### src/rtl/vid_pkg.sv
// Shared types and defaults for the video raster output path.
package vid_pkg;

    typedef struct packed {
        logic [7:0] r;
        logic [7:0] g;
        logic [7:0] b;
    } rgb_t;

    typedef struct packed {
        logic hsync;
        logic hblank;
        logic vsync;
        logic vblank;
        logic frame_start;
        logic underflow;
    } timing_t;

    localparam int DEF_H_ACTIVE = 640;
    localparam int DEF_H_FP     = 16;
    localparam int DEF_H_SYNC   = 96;
    localparam int DEF_H_BP     = 48;
    localparam int DEF_V_ACTIVE = 480;
    localparam int DEF_V_FP     = 10;
    localparam int DEF_V_SYNC   = 2;
    localparam int DEF_V_BP     = 33;

    localparam logic [23:0] DEF_FILL_RGB = 24'h000000;

    // Blanked raster: both blanks high, syncs and flags low.
    localparam timing_t TIMING_IDLE = '{
        hsync:       1'b0,
        hblank:      1'b1,
        vsync:       1'b0,
        vblank:      1'b1,
        frame_start: 1'b0,
        underflow:   1'b0
    };

    function automatic int cnt_width(input int total);
        return (total > 1) ? $clog2(total) : 1;
    endfunction

    function automatic logic in_window(input logic [31:0] pos, input int lo, input int len);
        return (pos >= 32'(lo)) && (pos < 32'(lo + len));
    endfunction

endpackage

### src/rtl/vid_wrap_counter.sv
// Modulo-MAX position counter; wrap is high on the increment that returns it to zero.
module vid_wrap_counter
    import vid_pkg::*;
#(
    parameter int MAX = 8,
    localparam int W  = cnt_width(MAX)
)(
    input  logic         clk,
    input  logic         reset,
    input  logic         inc,
    input  logic         clr,
    output logic [W-1:0] cnt,
    output logic         wrap
);

    assign wrap = inc && (cnt == W'(MAX - 1));

    // NOTE: state registers use non-blocking assignments so every flop samples pre-edge values.
    always_ff @(posedge clk or posedge reset) begin
        if (reset) begin
            cnt <= '0;
        end else if (clr || wrap) begin
            cnt <= '0;
        end else if (inc) begin
            cnt <= cnt + 1'b1;
        end
    end

endmodule

### src/rtl/vid_timing_gen.sv
// Raster timing generator and pixel output stage fed from a show-ahead pixel FIFO.
module vid_timing_gen
    import vid_pkg::*;
#(
    parameter int          H_ACTIVE = DEF_H_ACTIVE,
    parameter int          H_FP     = DEF_H_FP,
    parameter int          H_SYNC   = DEF_H_SYNC,
    parameter int          H_BP     = DEF_H_BP,
    parameter int          V_ACTIVE = DEF_V_ACTIVE,
    parameter int          V_FP     = DEF_V_FP,
    parameter int          V_SYNC   = DEF_V_SYNC,
    parameter int          V_BP     = DEF_V_BP,
    parameter logic [23:0] FILL_RGB = DEF_FILL_RGB
)(
    input  logic        clk,
    input  logic        reset,
    input  logic        enable,
    input  logic        pix_valid,
    input  logic [23:0] pix_data,
    output logic        pix_rd,
    output logic        hsync,
    output logic        hblank,
    output logic        vsync,
    output logic        vblank,
    output logic [7:0]  R,
    output logic [7:0]  G,
    output logic [7:0]  B,
    output logic        frame_start,
    output logic        underflow
);

    localparam int H_TOTAL = H_ACTIVE + H_FP + H_SYNC + H_BP;
    localparam int V_TOTAL = V_ACTIVE + V_FP + V_SYNC + V_BP;
    localparam int HW      = cnt_width(H_TOTAL);
    localparam int VW      = cnt_width(V_TOTAL);

    logic [HW-1:0] hcnt;
    logic [VW-1:0] vcnt;
    logic          h_wrap;
    logic          v_wrap_unused;
    logic [31:0]   h_pos;
    logic [31:0]   v_pos;
    logic          active;
    rgb_t          rgb_d;
    rgb_t          rgb_q;
    timing_t       tim_q;

    // Disabling clears both counters so re-enable starts exactly at the first active pixel.
    vid_wrap_counter #(.MAX(H_TOTAL)) u_hcnt (
        .clk   (clk),
        .reset (reset),
        .inc   (enable),
        .clr   (~enable),
        .cnt   (hcnt),
        .wrap  (h_wrap)
    );

    vid_wrap_counter #(.MAX(V_TOTAL)) u_vcnt (
        .clk   (clk),
        .reset (reset),
        .inc   (h_wrap),
        .clr   (~enable),
        .cnt   (vcnt),
        .wrap  (v_wrap_unused)
    );

    assign h_pos = 32'(hcnt);
    assign v_pos = 32'(vcnt);

    // Reset gates the pop directly: counters reset to (0,0), which is itself an active position.
    assign active = ~reset & enable & (h_pos < 32'(H_ACTIVE)) & (v_pos < 32'(V_ACTIVE));
    assign pix_rd = active & pix_valid;

    // NOTE: every always_comb output gets a default first, so no path can infer a latch.
    always_comb begin
        rgb_d = '0;
        if (active) begin
            rgb_d = pix_valid ? rgb_t'(pix_data) : rgb_t'(FILL_RGB);
        end
    end

    always_ff @(posedge clk or posedge reset) begin
        if (reset) begin
            tim_q <= TIMING_IDLE;
            rgb_q <= '0;
        end else if (!enable) begin
            tim_q <= TIMING_IDLE;
            rgb_q <= '0;
        end else begin
            tim_q.hblank      <= h_pos >= 32'(H_ACTIVE);
            tim_q.hsync       <= in_window(h_pos, H_ACTIVE + H_FP, H_SYNC);
            tim_q.vblank      <= v_pos >= 32'(V_ACTIVE);
            tim_q.vsync       <= in_window(v_pos, V_ACTIVE + V_FP, V_SYNC);
            tim_q.frame_start <= active && (hcnt == '0) && (vcnt == '0);
            tim_q.underflow   <= tim_q.underflow | (active & ~pix_valid);
            rgb_q             <= rgb_d;
        end
    end

    assign hsync       = tim_q.hsync;
    assign hblank      = tim_q.hblank;
    assign vsync       = tim_q.vsync;
    assign vblank      = tim_q.vblank;
    assign frame_start = tim_q.frame_start;
    assign underflow   = tim_q.underflow;
    assign R           = rgb_q.r;
    assign G           = rgb_q.g;
    assign B           = rgb_q.b;

endmodule
### config.mk
export PLATFORM = sky130hd
export DESIGN_NAME = vid_timing_gen
export DESIGN_NICKNAME = d
export VERILOG_FILES = /design/src/rtl/vid_pkg.sv /design/src/rtl/vid_wrap_counter.sv /design/src/rtl/vid_timing_gen.sv
export SDC_FILE = /design/constraint.sdc
export NUM_CORES = 1
export LEC_CHECK = 0
export ABC_AREA = 1
export ABC_CLOCK_PERIOD_IN_PS = 2500
export CAP_MARGIN = 5
export CORE_ASPECT_RATIO = 1.75
export CORE_MARGIN = 1
export CORE_UTILIZATION = 44
export CTS_CLUSTER_DIAMETER = 40
export DETAILED_ROUTE_END_ITERATION = 10
export PLACE_DENSITY_LB_ADDON = 0.12
export RECOVER_POWER = 50
export SLEW_MARGIN = 0
export SYNTH_ARGS = -nofsm -noshare
export SYNTH_HDL_FRONTEND = slang
export SYNTH_SLANG_ARGS = --single-unit
### constraint.sdc
create_clock -name clk -period 2.5 [get_ports clk]
set_input_delay 0.5 -clock clk [delete_from_list [all_inputs] [get_ports clk]]
set_output_delay 0.5 -clock clk [all_outputs]
set_load 0.02 [all_outputs]
* Word level (Yosys, flattened, before mapping)
Cells that the tools add are included. W data, S select, Z words.
Word-level totals: word-level logic and storage cells 52, memory bits (read-only) 0, output and inout port bits 31, input bits 28, bits in registers 50, memory bits (writable) 0, memories 0, latch bits 0
Cells by class: eq/ne operators 2, $lt $le $gt $ge 8, bitwise operators 9, $add $sub $neg 2, div/mod/pow operators 0, reductions and logical operators 12, $mul 0, shift-type cells 0, mux-type cells 8
Operator list (count):
- $mux W24 | 3
- $mux W10 | 4
- $add A10 B1 Y10 const B | 2
- $eq A10 B10 Y1 const B | 2
- $ge A10 B10 Y1 const B | 2
- $ge A10 B9 Y1 const B | 2
- $logic_not A10 Y1 | 2
- $lt A10 B10 Y1 const B | 2
- $lt A10 B9 Y1 const B | 2
- $logic_and A1 B1 Y1 | 6
- $mux W6 | 1
- $and A1 B1 Y1 | 5
- $reduce_bool A2 Y1 | 2
- $not A1 Y1 | 3
- $logic_or A1 B1 Y1 | 2
- $or A1 B1 Y1 | 1

* Logic depth before layout (Yosys ltp)
depth after elaboration 7, mapped depth 10

* Cells and area by module
A second synthesis with hierarchy kept.
Second synthesis, totals: cells, all modules 306, area total of the unflattened synthesis 2625.0 µm²
By module, submodules not included:
- vid_timing_gen | seq. area each 753.2 µm², cells each 130, area an instance 1345.0 µm², instances 1
- vid_wrap_counter (u_vcnt) | seq. area each 250.2 µm², cells each 88, area an instance 655.6 µm², instances 1
- vid_wrap_counter (u_hcnt) | seq. area each 250.2 µm², cells each 88, area an instance 624.3 µm², instances 1

* Worst setup path before layout
Ideal clock, no wire load.
path type in2out, start point input port reset, end point output port pix_rd, arrival 2146 ps, cell stages on the path 5, slack -146 ps, path buffers 0, required time 2000 ps, cells stage by stage inv_1 nand3_1 nor2_1 nand2_1 inv_1
On the way: word-level cells in the longest chain between the ends 5
RTL lines:
- from (decl) | line vid_timing_gen.sv:16 | input logic reset,
- $not A1 Y1 | line vid_timing_gen.sv:71 | assign active = ~reset & enable & (h_pos < 32'(H_ACTIVE)) & (v_pos < 32'(V_ACTIVE));
- $and A1 B1 Y1 (3 in a row) | line vid_timing_gen.sv:71
- $and A1 B1 Y1 | line vid_timing_gen.sv:72 | assign pix_rd = active & pix_valid;
- to (decl) | line vid_timing_gen.sv:20 | output logic pix_rd,
No other way between the ends.

* Final worst setup path
Same ends and word-level chain as after synthesis.

==> impl_metrics.py <==
metrics = {
    "detailed_routing": {
        "dr.pass1.iters": 4,
        "vias": 1985,
        "viasPerCell": 4.97,
        "wl_per_cell_um": 12.4,
        "wl_met2_mm": 2.58,
        "drtIter0Drc": 33,
        "final_antenna_net_count": 0,
        "highest_layer": "met4",
        "wl_met3_um": 336,
        "drt-met1-wl_mm": 1.85,
        "drc": 0,
        "wirelength_mm": 4.94,
    },
    "clock_network": {
        "clockBufferDepth": 2,
        "clk_latency_ns": 0.31,
        "clkTransAtPathRegs_ns": 0.09,
        "cts_hold_buffers": 0,
        "cts_sinks": 50,
        "cts_buffers": 5,
        "cts_resized": 1,
        "post-cts-setup-buffer-count": 0,
        "cts_tree": "done",
        "cts_root_buffer": "clkbuf_8",
        "h-tree-depth": 2,
    },
    "setup_path": {
        "worst-endpoint-required_ns": 2.00,
        "r2r-start": "u_hcnt.cnt[0]",
        "slowest_delay_ns": 0.57,
        "worstSetupStartpoint": "reset",
        "crit_path_start_kind": "input pin",
        "path_class": "in -> out",
        "cp_cell_sequence": "dlygate4sd3_1 > clkinvlp_4 > nand3_1 > nor2_1 > nand2_1 > inv_1 > dlygate4sd2_1",
        "arrival_ns": 1.89,
        "slowest_stage": "dlygate4sd3_1",
        "path_max_fanout": 2,
        "cp-end-kind": "output port",
    },
    "sta": {
        "fin_crit_ns": 2.39,
        "postLayoutSetupSlackWorst_ns": 0.114,
        "relSlewSlack_pct": 21.4,
        "finalSetupViolCount": 0,
        "tightest_slew_ns": 1.18,
        "fmax_ghz": 0.419,
        "finalClockSkew_ns": 0.00260,
        "rsz0062_at_grt": "false",
        "slew_violations": 0,
        "period_share_pct": 95.5,
        "hold_viol_final": 0,
    },
    "hold_path": {
        "hold_path_class": "reg -> reg",
        "hold_start": "underflow",
    },
    "cells_and_area": {
        "diodes": 0,
        "area_delta_synth_final_pct": 31.3,
        "final_net_count": 376,
        "multi_input_area_um2": 853,
        "utilization_pct": 60.4,
        "drive_gt1_share_pct": 5.51,
        "regArea_um2": 1250,
        "fill_cells": 459,
        "finish.instance_area_um2": 3010,
    },
    "logic_synthesis": {
        "synthArstFlopShare_pct": 100,
        "synthTopCellsByArea": "dfrtp_1 (52%), nand2_1 (12%), nor2_1 (9.5%), inv_1 (5.4%), nand3_1 (3.5%)",
        "yosys_warnings": 0,
        "synth_top_area_share_pct": 52.4,
        "synth-edff-count": 0,
        "synth_cell_type_count": 26,
        "syn_inst": 283,
        "synthTopCellsByCount": "nand2_1 (75), nor2_1 (58), dfrtp_1 (48)",
        "synth_fp_nets": 315,
        "yosys.area.top_type": "dfrtp_1",
        "synth-seq-cells": 50,
        "syn-cell-area_um2": 2290,
        "yosysMostFrequentCell": "nand2_1",
        "ys_seq_area_share_pct": 54.7,
        "syn_area_per_cell_um2": 8.10,
        "synth_top_flop_cell": "dfrtp_1",
    },
    "floorplan": {
        "die_y_um": 97.5,
        "io-pin-count": 59,
        "fp-row-count": 34,
        "start_util_pct": 46.0,
        "die-area_um2": 5510,
        "die_x_um": 56.5,
        "core-area_um2": 4980,
    },
    "outcome": {
        "status": "finished, final reports clean",
    },
    "run": {
        "drv_cap": 0,
    },
    "placement": {
        "dpl_cell_area_um2": 2920,
        "place_ws_ns": -0.0274,
        "port_buffers": 58,
        "dp_hpwl_mm": 3.61,
        "gp_congestion": 0.840,
    },
    "power_and_ir_drop": {
        "ir_drop_mv": 0.360,
        "p_leak_nw": 1.45,
        "cellPowerDensity_nw_per_um2": 500,
    },
    "grt": {
        "grt_pass1_wl_mm": 8.71,
        "grt_pass1_vias": 2012,
        "grt_max_degree": 51,
        "gr-total-overflow": 0,
        "grt_usage_pct": 20.2,
        "antenna_found_initial": 0,
    },
}
[worst max-delay path: cells and delay by family]
family	cells	cell delay, ns
buffers and inverters	4	1.03
AND/OR/NAND/NOR	3	0.35
[registers in the layout, indices dropped and copies added (netlist names)]
name	cells
frame_start	1
hsync	1
R	8
u_hcnt.cnt	10
vsync	1
vblank	1
underflow	1
B	8
G	8
hblank	1
u_vcnt.cnt	10
[per-stage QoR]
stage / setup TNS (ns) / power, mW / instances / hold slack, ns
2_1_floorplan: 0 / 0.930 / 283 / 0.474
3_3_place_gp: -0.0275 / 1.01 / 391 / 0.506
3_5_place_dp: -0.0274 / 1.02 / 391 / 0.515
4_1_cts: 0 / 1.53 / 399 / 0.529
5_1_grt: 0 / 1.57 / 399 / 0.560
6_report: 0 / 1.51 / 399 / 0.527
[routing by layer]
layer | global-route usage (%) | vias up
met2 | 35.0 | 58
met3 | 6.52 | 15
met4 | 11.1 | 0
met1 | 21.0 | 921
met5 | 0 | -
li1 | - | 991
[where the power goes]
part / total (mW) / internal, mW / switching (mW)
sequential: 0.834 / 0.826 / 0.00827
clock: 0.511 / 0.228 / 0.283
combinational: 0.160 / 0.0762 / 0.0836
total: 1.51 / 1.13 / 0.375
[path summary, 6_finish.rpt]
check	endpoint	slack (ns)	cells after the start
worst max register to register	u_vcnt.cnt[8]	0.47	8
worst min-delay path	underflow	0.53	2
max in group asynchronous	u_hcnt.cnt[6]	0.70	3
worst max-delay path	pix_rd	0.11	7
worst min register to register	underflow	0.53	2
min in group asynchronous	R[2]	1.09	3
[cell type report]
class	instances	area share, %
clock inverters	2	0.541
multi-input cells	191	28.4
inverters	34	4.37
flip-flops and latches	50	41.7
well taps	54	2.25
clock buffers	6	2.75
repair buffers	62	20.0
[layout by cell type, fill, tap and decap left out, types with 3 or more instances in the layout]
master           count
a21oi_1              4
clkbuf_8             6
clkdlybuf4s50_1     55
dfrtp_1             48
ha_1                 4
inv_1               32
nand2_1             76
nand3_1             16
nand4_1              8
nor2_1              58
nor3_1               9
o21ai_0              3
[kinds of logic after synthesis]
| logic type | Yosys count | synth area share [%] |
|---|---|---|
| adder cells (fa/ha/maj) | 4 | 2.18 |
| XOR/XNOR | 2 | 0.765 |
| flip-flops | 50 | 54.7 |
| buffers and inverters | 42 | 7.92 |
| AO/OA/AOI/OAI | 10 | 2.24 |
| AND/OR/NAND/NOR | 175 | 32.2 |
Note: power is estimated with default switching activity, not from simulation.
